==> src/rtl/btn_event_pkg.sv <==
// Shared definitions for the button event generator.
//   - Event kind codes carried on evt_kind.
//   - Per-button FSM state encoding.
//   - Small constant helpers used to size counters and indices.
package btn_event_pkg;

    localparam logic [1:0] EVT_PRESS   = 2'd0;
    localparam logic [1:0] EVT_RELEASE = 2'd1;
    localparam logic [1:0] EVT_LONG    = 2'd2;
    localparam logic [1:0] EVT_REPEAT  = 2'd3;

    typedef enum logic [1:0] {
        ST_UP   = 2'd0,
        ST_DOWN = 2'd1,
        ST_HELD = 2'd2
    } btn_state_e;

    function automatic int max_int(input int a, input int b);
        return (a > b) ? a : b;
    endfunction

    // Index width with a floor of one bit, so a single-button build still
    // has a legal evt_btn port.
    function automatic int idx_width(input int n);
        return (n > 1) ? $clog2(n) : 1;
    endfunction

endpackage

==> src/rtl/btn_event_gen_fifo.sv <==
// evt_fifo: first-word-fall-through queue for tagged key events.
//   clk, rst_n : clock, asynchronous active-low reset
//   push, wdata: write request and data; accepted when not full, or when
//                full and a pop happens in the same cycle
//   pop        : remove the head entry; ignored while empty
//   rdata      : head entry, valid whenever empty is low
//   full, empty: occupancy flags
// Storage is cleared by reset so the head reads as zero out of reset.
module evt_fifo #(
    parameter int WIDTH = 4,
    parameter int DEPTH = 4
) (
    input  logic             clk,
    input  logic             rst_n,
    input  logic             push,
    input  logic [WIDTH-1:0] wdata,
    input  logic             pop,
    output logic [WIDTH-1:0] rdata,
    output logic             full,
    output logic             empty
);

    localparam int AW = $clog2(DEPTH);
    localparam int CW = AW + 1;

    logic [WIDTH-1:0] mem [DEPTH];
    logic [AW-1:0]    wr_ptr;
    logic [AW-1:0]    rd_ptr;
    logic [CW-1:0]    count;
    logic             do_push;
    logic             do_pop;

    assign full    = (count == CW'(DEPTH));
    assign empty   = (count == '0);
    assign do_pop  = pop && !empty;
    // Full-and-popping frees the head slot in the same edge, so the write
    // can land without exceeding the depth.
    assign do_push = push && (!full || do_pop);
    assign rdata   = mem[rd_ptr];

    always_ff @(posedge clk or negedge rst_n) begin
        if (!rst_n) begin
            wr_ptr <= '0;
            rd_ptr <= '0;
            count  <= '0;
            for (int i = 0; i < DEPTH; i++) begin
                mem[i] <= '0;
            end
        end else begin
            if (do_push) begin
                mem[wr_ptr] <= wdata;
                wr_ptr      <= wr_ptr + AW'(1);
            end
            if (do_pop) begin
                rd_ptr <= rd_ptr + AW'(1);
            end
            case ({do_push, do_pop})
                2'b10:   count <= count + CW'(1);
                2'b01:   count <= count - CW'(1);
                default: count <= count;
            endcase
        end
    end

endmodule

==> src/rtl/btn_event_gen.sv <==
// btn_event_gen: turns debounced active-low button levels into key events
// (PRESS, RELEASE, LONG, REPEAT) tagged with the button index and queued
// for the game-control logic.
//   clk, rst_n : clock, asynchronous active-low reset
//   btns       : debounced button levels, 0 = pressed
//   evt_valid  : an event is at the queue head
//   evt_ready  : consumer takes the head event
//   evt_btn    : button index of the head event
//   evt_kind   : 0 PRESS, 1 RELEASE, 2 LONG, 3 REPEAT
//   overflow   : sticky, set when an event is dropped; cleared by reset
//
// Handshake: the head event transfers on every clock edge where evt_valid
// and evt_ready are both high; evt_btn/evt_kind are stable while evt_valid
// is high and not yet accepted, and carry no meaning while it is low.
//
// Each button owns an UP/DOWN/HELD FSM with a cycle counter and a one-entry
// pending slot. A fixed-priority arbiter (lowest index first) moves one
// pending slot per cycle into the FIFO.
module btn_event_gen
    import btn_event_pkg::*;
#(
    parameter int NUM_BTNS      = 4,
    parameter int HOLD_CYCLES   = 50_000_000,
    parameter int REPEAT_CYCLES = 10_000_000,
    parameter int FIFO_DEPTH    = 4
) (
    input  logic                          clk,
    input  logic                          rst_n,
    input  logic [NUM_BTNS-1:0]           btns,
    output logic                          evt_valid,
    input  logic                          evt_ready,
    output logic [idx_width(NUM_BTNS)-1:0] evt_btn,
    output logic [1:0]                    evt_kind,
    output logic                          overflow
);

    localparam int BTN_W = idx_width(NUM_BTNS);
    localparam int CNT_W = $clog2(max_int(HOLD_CYCLES, REPEAT_CYCLES));
    localparam int EVT_W = BTN_W + 2;

    localparam logic [CNT_W-1:0] HOLD_LAST   = CNT_W'(HOLD_CYCLES - 1);
    localparam logic [CNT_W-1:0] REPEAT_LAST = CNT_W'(REPEAT_CYCLES - 1);

    logic [NUM_BTNS-1:0]      btn_s;
    logic [NUM_BTNS-1:0]      slot_v;
    logic [NUM_BTNS-1:0][1:0] slot_k;
    logic [NUM_BTNS-1:0]      grant;
    logic [NUM_BTNS-1:0]      drain;
    logic [NUM_BTNS-1:0]      drop;

    logic             sel_found;
    logic [BTN_W-1:0] sel_btn;
    logic [1:0]       sel_kind;
    logic             push_ok;
    logic             pop;
    logic             fifo_full;
    logic             fifo_empty;
    logic [EVT_W-1:0] fifo_head;

    // Single register stage on the debounced levels; released after reset.
    always_ff @(posedge clk or negedge rst_n) begin
        if (!rst_n) begin
            btn_s <= '1;
        end else begin
            btn_s <= btns;
        end
    end

    for (genvar i = 0; i < NUM_BTNS; i++) begin : g_btn
        btn_state_e       state_q;
        btn_state_e       state_d;
        logic [CNT_W-1:0] cnt_q;
        logic [CNT_W-1:0] cnt_d;
        logic             emit;
        logic [1:0]       emit_kind;
        logic             slot_v_q;
        logic [1:0]       slot_k_q;
        logic             slot_free;

        always_ff @(posedge clk or negedge rst_n) begin
            if (!rst_n) begin
                state_q <= ST_UP;
                cnt_q   <= '0;
            end else begin
                state_q <= state_d;
                cnt_q   <= cnt_d;
            end
        end

        // Release is tested first in DOWN and HELD so it beats a LONG or
        // REPEAT falling due in the same cycle.
        always_comb begin
            state_d   = state_q;
            cnt_d     = cnt_q;
            emit      = 1'b0;
            emit_kind = EVT_PRESS;
            case (state_q)
                ST_UP: begin
                    if (!btn_s[i]) begin
                        state_d   = ST_DOWN;
                        cnt_d     = '0;
                        emit      = 1'b1;
                        emit_kind = EVT_PRESS;
                    end
                end
                ST_DOWN: begin
                    if (btn_s[i]) begin
                        state_d   = ST_UP;
                        emit      = 1'b1;
                        emit_kind = EVT_RELEASE;
                    end else if (cnt_q == HOLD_LAST) begin
                        state_d   = ST_HELD;
                        cnt_d     = '0;
                        emit      = 1'b1;
                        emit_kind = EVT_LONG;
                    end else begin
                        cnt_d = cnt_q + CNT_W'(1);
                    end
                end
                ST_HELD: begin
                    if (btn_s[i]) begin
                        state_d   = ST_UP;
                        emit      = 1'b1;
                        emit_kind = EVT_RELEASE;
                    end else if (cnt_q == REPEAT_LAST) begin
                        cnt_d     = '0;
                        emit      = 1'b1;
                        emit_kind = EVT_REPEAT;
                    end else begin
                        cnt_d = cnt_q + CNT_W'(1);
                    end
                end
                default: begin
                    state_d = ST_UP;
                    cnt_d   = '0;
                end
            endcase
        end

        // A slot being drained this cycle counts as free, so back-to-back
        // events on one button do not overflow while the FIFO keeps up.
        assign slot_free = !slot_v_q || drain[i];
        assign drop[i]   = emit && !slot_free;

        always_ff @(posedge clk or negedge rst_n) begin
            if (!rst_n) begin
                slot_v_q <= 1'b0;
                slot_k_q <= EVT_PRESS;
            end else if (emit && slot_free) begin
                slot_v_q <= 1'b1;
                slot_k_q <= emit_kind;
            end else if (drain[i]) begin
                slot_v_q <= 1'b0;
            end
        end

        assign slot_v[i] = slot_v_q;
        assign slot_k[i] = slot_k_q;
    end

    // Fixed priority: lowest index with a pending event wins.
    always_comb begin
        grant     = '0;
        sel_found = 1'b0;
        sel_btn   = '0;
        sel_kind  = EVT_PRESS;
        for (int i = 0; i < NUM_BTNS; i++) begin
            if (slot_v[i] && !sel_found) begin
                grant[i]  = 1'b1;
                sel_found = 1'b1;
                sel_btn   = BTN_W'(i);
                sel_kind  = slot_k[i];
            end
        end
    end

    assign pop     = evt_valid && evt_ready;
    assign push_ok = sel_found && (!fifo_full || pop);
    assign drain   = grant & {NUM_BTNS{push_ok}};

    always_ff @(posedge clk or negedge rst_n) begin
        if (!rst_n) begin
            overflow <= 1'b0;
        end else if (|drop) begin
            overflow <= 1'b1;
        end
    end

    evt_fifo #(
        .WIDTH (EVT_W),
        .DEPTH (FIFO_DEPTH)
    ) u_fifo (
        .clk   (clk),
        .rst_n (rst_n),
        .push  (push_ok),
        .wdata ({sel_btn, sel_kind}),
        .pop   (pop),
        .rdata (fifo_head),
        .full  (fifo_full),
        .empty (fifo_empty)
    );

    assign evt_valid           = !fifo_empty;
    assign {evt_btn, evt_kind} = fifo_head;

endmodule

==> config.mk <==
export PLATFORM = sky130hd
export DESIGN_NAME = btn_event_gen
export DESIGN_NICKNAME = d
export VERILOG_FILES = /design/src/rtl/btn_event_pkg.sv /design/src/rtl/btn_event_gen_fifo.sv /design/src/rtl/btn_event_gen.sv
export SDC_FILE = /design/constraint.sdc
export NUM_CORES = 1
export LEC_CHECK = 0
export BUFFER_PORTS_ARGS = -buffer_cell sky130_fd_sc_hd__buf_4
export CELL_PAD_IN_SITES_DETAIL_PLACEMENT = 1
export CELL_PAD_IN_SITES_GLOBAL_PLACEMENT = 1
export CORE_UTILIZATION = 54
export CTS_CLUSTER_SIZE = 14
export DETAILED_ROUTE_END_ITERATION = 8
export PLACE_DENSITY = 0.92
export SLEW_MARGIN = 20
export SYNTH_ARGS = -nofsm -noshare
export SYNTH_HDL_FRONTEND = slang
export SYNTH_SLANG_ARGS = --single-unit
==> constraint.sdc <==
create_clock -name clk -period 7.92 [get_ports clk]
set_clock_uncertainty 0.1 [all_clocks]
set_input_delay 0.792 -clock clk [delete_from_list [all_inputs] [get_ports clk]]
set_output_delay 0.792 -clock clk [all_outputs]
set_load 0.01 [all_outputs]
==> run_results.csv, run 1 <==
group,metric,value,unit
layout,antenna_cells,0,
layout,areaGrowthSynthToFinish,9.72,%
setup_path,cpMaxStageDelayCell,"a32oi_1",
routing,drtAntennaViolNets,0,
layout,mostFrequentLayoutCell,"dfrtp_1",
flow_run,maxCapViolCount,0,
yosys,synth_area,0.00867,mm2
floorplan,pin_count,13,
layout,layout.nets,973,
clocking,cts_tree,"done",
layout,drive_above_1_share,9.56,%
floorplan,rows,45,
grt,grt_max_degree,95,
yosys,synth_edf_count,0,
setup_path,path_class,"reg -> reg",
place,numPortBuffers,12,
yosys,synthCells,931,
sta,rsz0062_at_grt,"no",
setup_path,cp_top_family,"simple AND/OR/NAND/NOR gates",
setup_path,crit_path_start_kind,"flop",
clocking,cts_buffers,17,
routing,route.detailed.vias_per_inst,6.44,
setup_path,crit_fanout,12,
clocking,post-cts-setup-buffer-count,0,
sta,slew_violations,0,
grt,grt_pass1_wl,40900,um
setup_path,cp.depth,8,
pwr,ir_drop,178,uV
setup_path,path_cells,"ha_1, and3_1, nand4_1, or4_1, a32oi_1, nor2_1, buf_4, a221o_1",
setup_path,critical_path_required,8.13,ns
clocking,hold_buffers,0,
floorplan,die_x,129,um
sta,hold_violations,0,
yosys,yosys_warnings,0,
layout,layout_common_cells,"148 x dfrtp_1, 113 x nor2_1, 85 x nand2_1, 63 x nand3_1, 51 x o21ai_0",
floorplan,die_area,0.0166,mm2
setup_path,critPathArrivalTime,3.91,ns
place,gp_congestion,0.838,
clocking,cts.clk_slew.worst_paths,0.06,ns
grt,grt-ovfl-total,0,
run_status,status,"completed",
routing,drt_wl_total,24600,um
yosys,synth_seq_cells,152,
floorplan,fp.dieH,129,um
setup_path,r2r-end,"g_btn[2].cnt_q[23]",
setup_path,slowest_delay,0.70,ns
routing,wl_per_cell,21.1,um
clocking,htreeDepth,4,
grt,grt_pass1_vias,7932,
routing,drc_errors,0,
layout,fillCellCount,1783,
pwr,powerDensity,265,mW/mm2
clocking,cts_root_buf,"clkbuf_16",
routing,vias,7486,
sta,max_freq,0.271,GHz
sta,tns,0,ns
sta,max-slew-margin-rel,30.9,%
yosys,synth_ff_type,"dfrtp_1",
sta,setup_viol,0,
setup_path,worst_setup_path_end_kind,"flop",
sta,period_needed,3.69,ns
yosys,synth_nets,964,
routing,drt_iter0_markers,459,
floorplan,core,0.0154,mm2
clocking,clock_sinks,152,
clocking,ctsResizeCount,0,
clocking,clk_latency,0.43,ns
sta,period_share,46.6,%
yosys,synth.distinct_cells,82,
sta,worstMarginPinSlew,1.03,ns
setup_path,ff2ff_setup_slack,4.23,ns
setup_path,r2r_cells,8,
floorplan,start_util,56.2,%
yosys,ys_seq_area_share,43.9,%
grt,antenna_found_initial,0,
clocking,clockBufferDepth,2,
setup_path,cp_num_buf_inv,1,
routing,dr.pass1.iters,4,
yosys,ys_async_sr_fraction,100,%
setup_path,r2r-start,"g_btn[2].cnt_q[0]",
min_path,hp-class,"in -> async",
yosys,syn_area_per_cell,9.32,um2
grt,grtUsageTotal,31.7,%
place,hpwlAfterDp,15900,um
pwr,power_leakage,4.13,nW
pwr,p_total,2.52,mW
## through the flow
step                      instance area, um2  utilization (%)  instances  hold WS, ns  setup WS, ns
final                                   9520             61.7       1163        0.355          4.23
after global routing                    9520             61.7       1163        0.357          3.99
after CTS                               9510             61.7       1163        0.364          4.29
after detailed placement                8950             58.0       1132        0.376          4.38
after global placement                  8950             58.0       1132        0.357          4.54
after floorplan                         8670                -        931        0.345          4.92
## flip-flops by register name (all words and copies together), names as in the netlist
name,count
btn_s,4
g_btn.cnt_q,104
overflow,1
g_btn.state_q,8
g_btn.slot_k_q,8
u_fifo.rd_ptr,2
u_fifo.wr_ptr,2
u_fifo.mem,16
g_btn.slot_v_q,4
u_fifo.count,3
## final cells by class
type | instances | area, um2 | share of cell area [%]
Clock buffer | 22 | 484 | 5.09
Clock inverter | 9 | 73.8 | 0.776
Inverter | 32 | 120 | 1.26
Timing Repair Buffer | 17 | 131 | 1.38
Multi-Input combinational cell | 720 | 4630 | 48.7
Tap cell | 211 | 264 | 2.77
Sequential cell | 152 | 3810 | 40.0
## report_power, final
group / internal, mW / switching [mW]
Combinational: 0.278 / 0.481
Sequential: 0.867 / 0.104
Clock: 0.460 / 0.331
Total: 1.61 / 0.917
## logic make-up (layout without fill, tap and decap cells)
group | count (synthesis) | after routing | synth area share [%]
xor gates and xnor gates | 54 | 54 | 5.45
DFF | 152 | 152 | 43.9
AOI/OAI and AO/OA | 190 | 190 | 15.3
muxes | 22 | 22 | 3.36
adders and majority gates | 26 | 26 | 3.84
buffers and inverters | 59 | 80 | 2.71
and+or+nand+nor | 428 | 428 | 25.4
## worst max path at each step
| stage | from | end | slack (ns) |
|---|---|---|---|
| final | g_btn[2].cnt_q[0] | g_btn[2].cnt_q[23] | 4.23 |
| after global routing | g_btn[2].cnt_q[15] | g_btn[2].cnt_q[23] | 3.99 |
| after CTS | g_btn[2].cnt_q[0] | g_btn[2].cnt_q[23] | 4.29 |
| after detailed placement | g_btn[2].cnt_q[0] | g_btn[2].cnt_q[23] | 4.38 |
| after global placement | g_btn[2].cnt_q[0] | g_btn[2].cnt_q[23] | 4.54 |
| after floorplan | evt_ready | u_fifo.count[2] | 4.92 |
## metal layers
layer / track usage, % / wire (um) / vias up
li1: - / - / 3368
met1: 38.0 / 10300 / 3855
met2: 55.7 / 12700 / 204
met3: 6.15 / 869 / 59
met4: 13.6 / 702 / 0
met5: 0 / 0 / -
## synth_stat cells (all sizes together), types with 21 or more instances
| cell | count | area share [%] |
|---|---|---|
| a21oi | 34 | 2.0 |
| a22o | 27 | 2.7 |
| and3 | 23 | 1.7 |
| clkbuf | 21 | 0.91 |
| dfrtp | 148 | 43 |
| ha | 25 | 3.6 |
| inv | 32 | 1.4 |
| nand2 | 85 | 3.7 |
| nand3 | 63 | 3.6 |
| nand4 | 22 | 1.6 |
| nor2 | 115 | 5.0 |
| nor3 | 24 | 1.5 |
| o21ai | 54 | 3.1 |
| xnor2 | 29 | 2.9 |
| xor2 | 25 | 2.5 |
## worst reg2reg max path: stages (launching register included)
cell	delay, ns
dfrtp_1	0.41
ha_1	0.22
and3_1	0.26
nand4_1	0.26
or4_1	0.60
a32oi_1	0.70
nor2_1	0.41
buf_4	0.31
a221o_1	0.31
Note: power is estimated with default switching activity, not from simulation.
==> inputs of run 2 (changes only) <==
CORE_UTILIZATION = 50   (was 54)
PLACE_DENSITY = 0.86   (was 0.92)
clock period = 3.41 ns   (was 7.92 ns; I/O delays follow)
==> run 2 against run 1 <==
Clock power rose to 2.6 times the previous value; critical endpoint is now g_btn[0].cnt_q[15]; die area grew 7.9%; largest power group unchanged; worst hold slack got worse by 0.15 ns; non-clock buffer count is 21 higher; routed wire length is 8.8% lower; cell count increased by 2.6%; cell area up 2.7%; highest routed layer unchanged.
==> run_results.csv, run 2 (same netlist as run 1, synthesis figures left out) <==
group,metric,value,unit
run_status,status,"completed",
floorplan,fp.dieH,134,um
pwr,powerDensity,623,mW/mm2
layout,multi_input_area,0.00463,mm2
routing,route.detailed.vias_per_inst,6.08,
setup_path,crit_start,"g_btn[0].cnt_q[13]",
layout,regArea,0.00381,mm2
grt,antenna_found_initial,0,
setup_path,r2r_cells,7,
sta,max_freq,0.338,GHz
clocking,cts_buffers,17,
layout,fin_cells,1193,
clocking,ctsResizeCount,0,
place,place_area,0.00910,mm2
routing,drt_iter0_markers,362,
sta,tns,0,ns
sta,setup_viol,0,
sta,period_share,86.8,%
place,place_inst,1157,
sta,period_needed,2.96,ns
layout,regMostFlops,"g_btn.cnt_q",
setup_path,slowest_delay,0.54,ns
clocking,clk_latency,0.44,ns
min_path,hp-class,"in -> reg",
layout,drive_above_1_share,11.0,%
grt,grt_pass1_vias,7603,
grt,grt-ovfl-total,0,
grt,grt_max_degree,77,
layout,layout_common_cells,"148 x dfrtp_1, 113 x nor2_1, 85 x nand2_1, 63 x nand3_1, 51 x o21ai_0",
layout,antenna_cells,0,
layout,mostFrequentLayoutCell,"dfrtp_1",
floorplan,rows,47,
sta,worstMarginPinSlew,0.716,ns
sta,hold_violations,0,
grt,grtUsageTotal,26.8,%
routing,drt_wl_total,22400,um
floorplan,die_x,134,um
layout,layout.nets,994,
floorplan,pin_count,13,
setup_path,critical_path_required,3.61,ns
clocking,cts.clk_slew.worst_paths,0.07,ns
sta,max-slew-margin-rel,52.3,%
setup_path,worst_setup_path_end_kind,"flop",
setup_path,critPathArrivalTime,3.16,ns
setup_path,cpMaxStageDelayCell,"or4_1",
routing,dr.pass1.iters,5,
sta,fin_ws,0.449,ns
place,dp_slack,0.526,ns
layout,fillCellCount,1942,
setup_path,cp.depth,7,
flow_run,maxCapViolCount,0,
place,hpwlAfterDp,15100,um
routing,vias,7254,
clocking,htreeDepth,4,
setup_path,path_class,"reg -> reg",
routing,wl_per_cell,18.8,um
floorplan,die_area,0.0179,mm2
pwr,p_total,6.09,mW
setup_path,r2r-start,"g_btn[0].cnt_q[13]",
setup_path,cp_top_family,"simple AND/OR/NAND/NOR gates",
floorplan,start_util,51.8,%
setup_path,crit_path_start_kind,"flop",
layout,areaGrowthSynthToFinish,12.7,%
layout,top_regs,"g_btn.cnt_q: 104 flops, u_fifo.mem: 16 flops",
layout,largest_reg_flops,104,
sta,rsz0062_at_grt,"no",
routing,drc_errors,0,
min_path,worstHoldStart,"evt_ready",
setup_path,crit_fanout,8,
sta,slew_violations,0,
place,gp_congestion,0.806,
clocking,cts_root_buf,"clkbuf_16",
min_path,min_path_cells,3,
clocking,cts_tree,"done",
floorplan,core,0.0168,mm2
pwr,power_leakage,4.26,nW
grt,grt_pass1_wl,38300,um
pwr,ir_drop,512,uV
setup_path,path_cells,"or4_1, or4_4, nor3_4, o2bb2ai_2, nor2_2, buf_4, o21ai_0",
clocking,clock_sinks,152,
routing,drtAntennaViolNets,0,
place,numPortBuffers,12,
clocking,clockBufferDepth,2,
setup_path,cp_num_buf_inv,1,
layout,finalInstanceArea,0.00978,mm2
-- run 2: changes by cell type in the layout (fill, tap and decap cells not counted), moves of 4 or more --
| cell | before | now |
|---|---|---|
| dlygate4sd3_1 | 0 | 5 |
| buf_4 | 16 | 31 |
| clkbuf_8 | 4 | 0 |
| bufinv_16 | 1 | 5 |
-- run 2: per-stage QoR --
step | util, % | hold slack [ns]
after floorplan | - | -0.0546
after global placement | 54.3 | 0.324
after detailed placement | 54.3 | 0.329
after CTS | 58.3 | 0.195
after global routing | 58.3 | 0.216
final | 58.3 | 0.204
-- run 2: power breakdown --
part           total, mW  internal [mW]  switching (mW)
sequential          2.23           2.01           0.217
clock               2.06           1.29           0.774
combinational       1.80          0.716            1.08
total               6.09           4.02            2.07
-- run 2: cell type report --
class	instances	area share, %
multi-input cells	720	47.3
clock inverters	14	2.10
repair buffers	38	3.21
well taps	220	2.82
clock buffers	17	4.35
inverters	32	1.23
flip-flops and latches	152	39.0
-- run 2: per-layer routing --
metal,up-vias,routed length (um),global-route usage [%]
met2,97,11200,44.4
met4,0,352,9.72
met3,31,505,4.53
met1,3702,10300,35.2
li1,3424,-,-
met5,-,0,0
-- run 2: worst paths after layout --
| kind | to | slack, ns |
|---|---|---|
| setup / recovery | g_btn[0].cnt_q[15] | 0.45 |
| hold reg to reg | u_fifo.mem[15] | 0.38 |
| hold / removal | u_fifo.rd_ptr[0] | 0.20 |
| max in group asynchronous | g_btn[1].slot_k_q[0] | 1.98 |
| min in group asynchronous | g_btn[0].cnt_q[16] | 0.42 |
| setup reg to reg | g_btn[0].cnt_q[15] | 0.45 |
-- run 2: worst register-to-register path, stage by stage (launching register included) --
cell	delay (ns)
dfrtp_1	0.46
or4_1	0.54
or4_4	0.54
nor3_4	0.36
o2bb2ai_2	0.21
nor2_2	0.31
buf_4	0.21
o21ai_0	0.10
-- run 2: timing repair --
item                      CTS  global route
hold endpoints to repair   77             0
buffers inserted            0             0
hold buffers                5             0
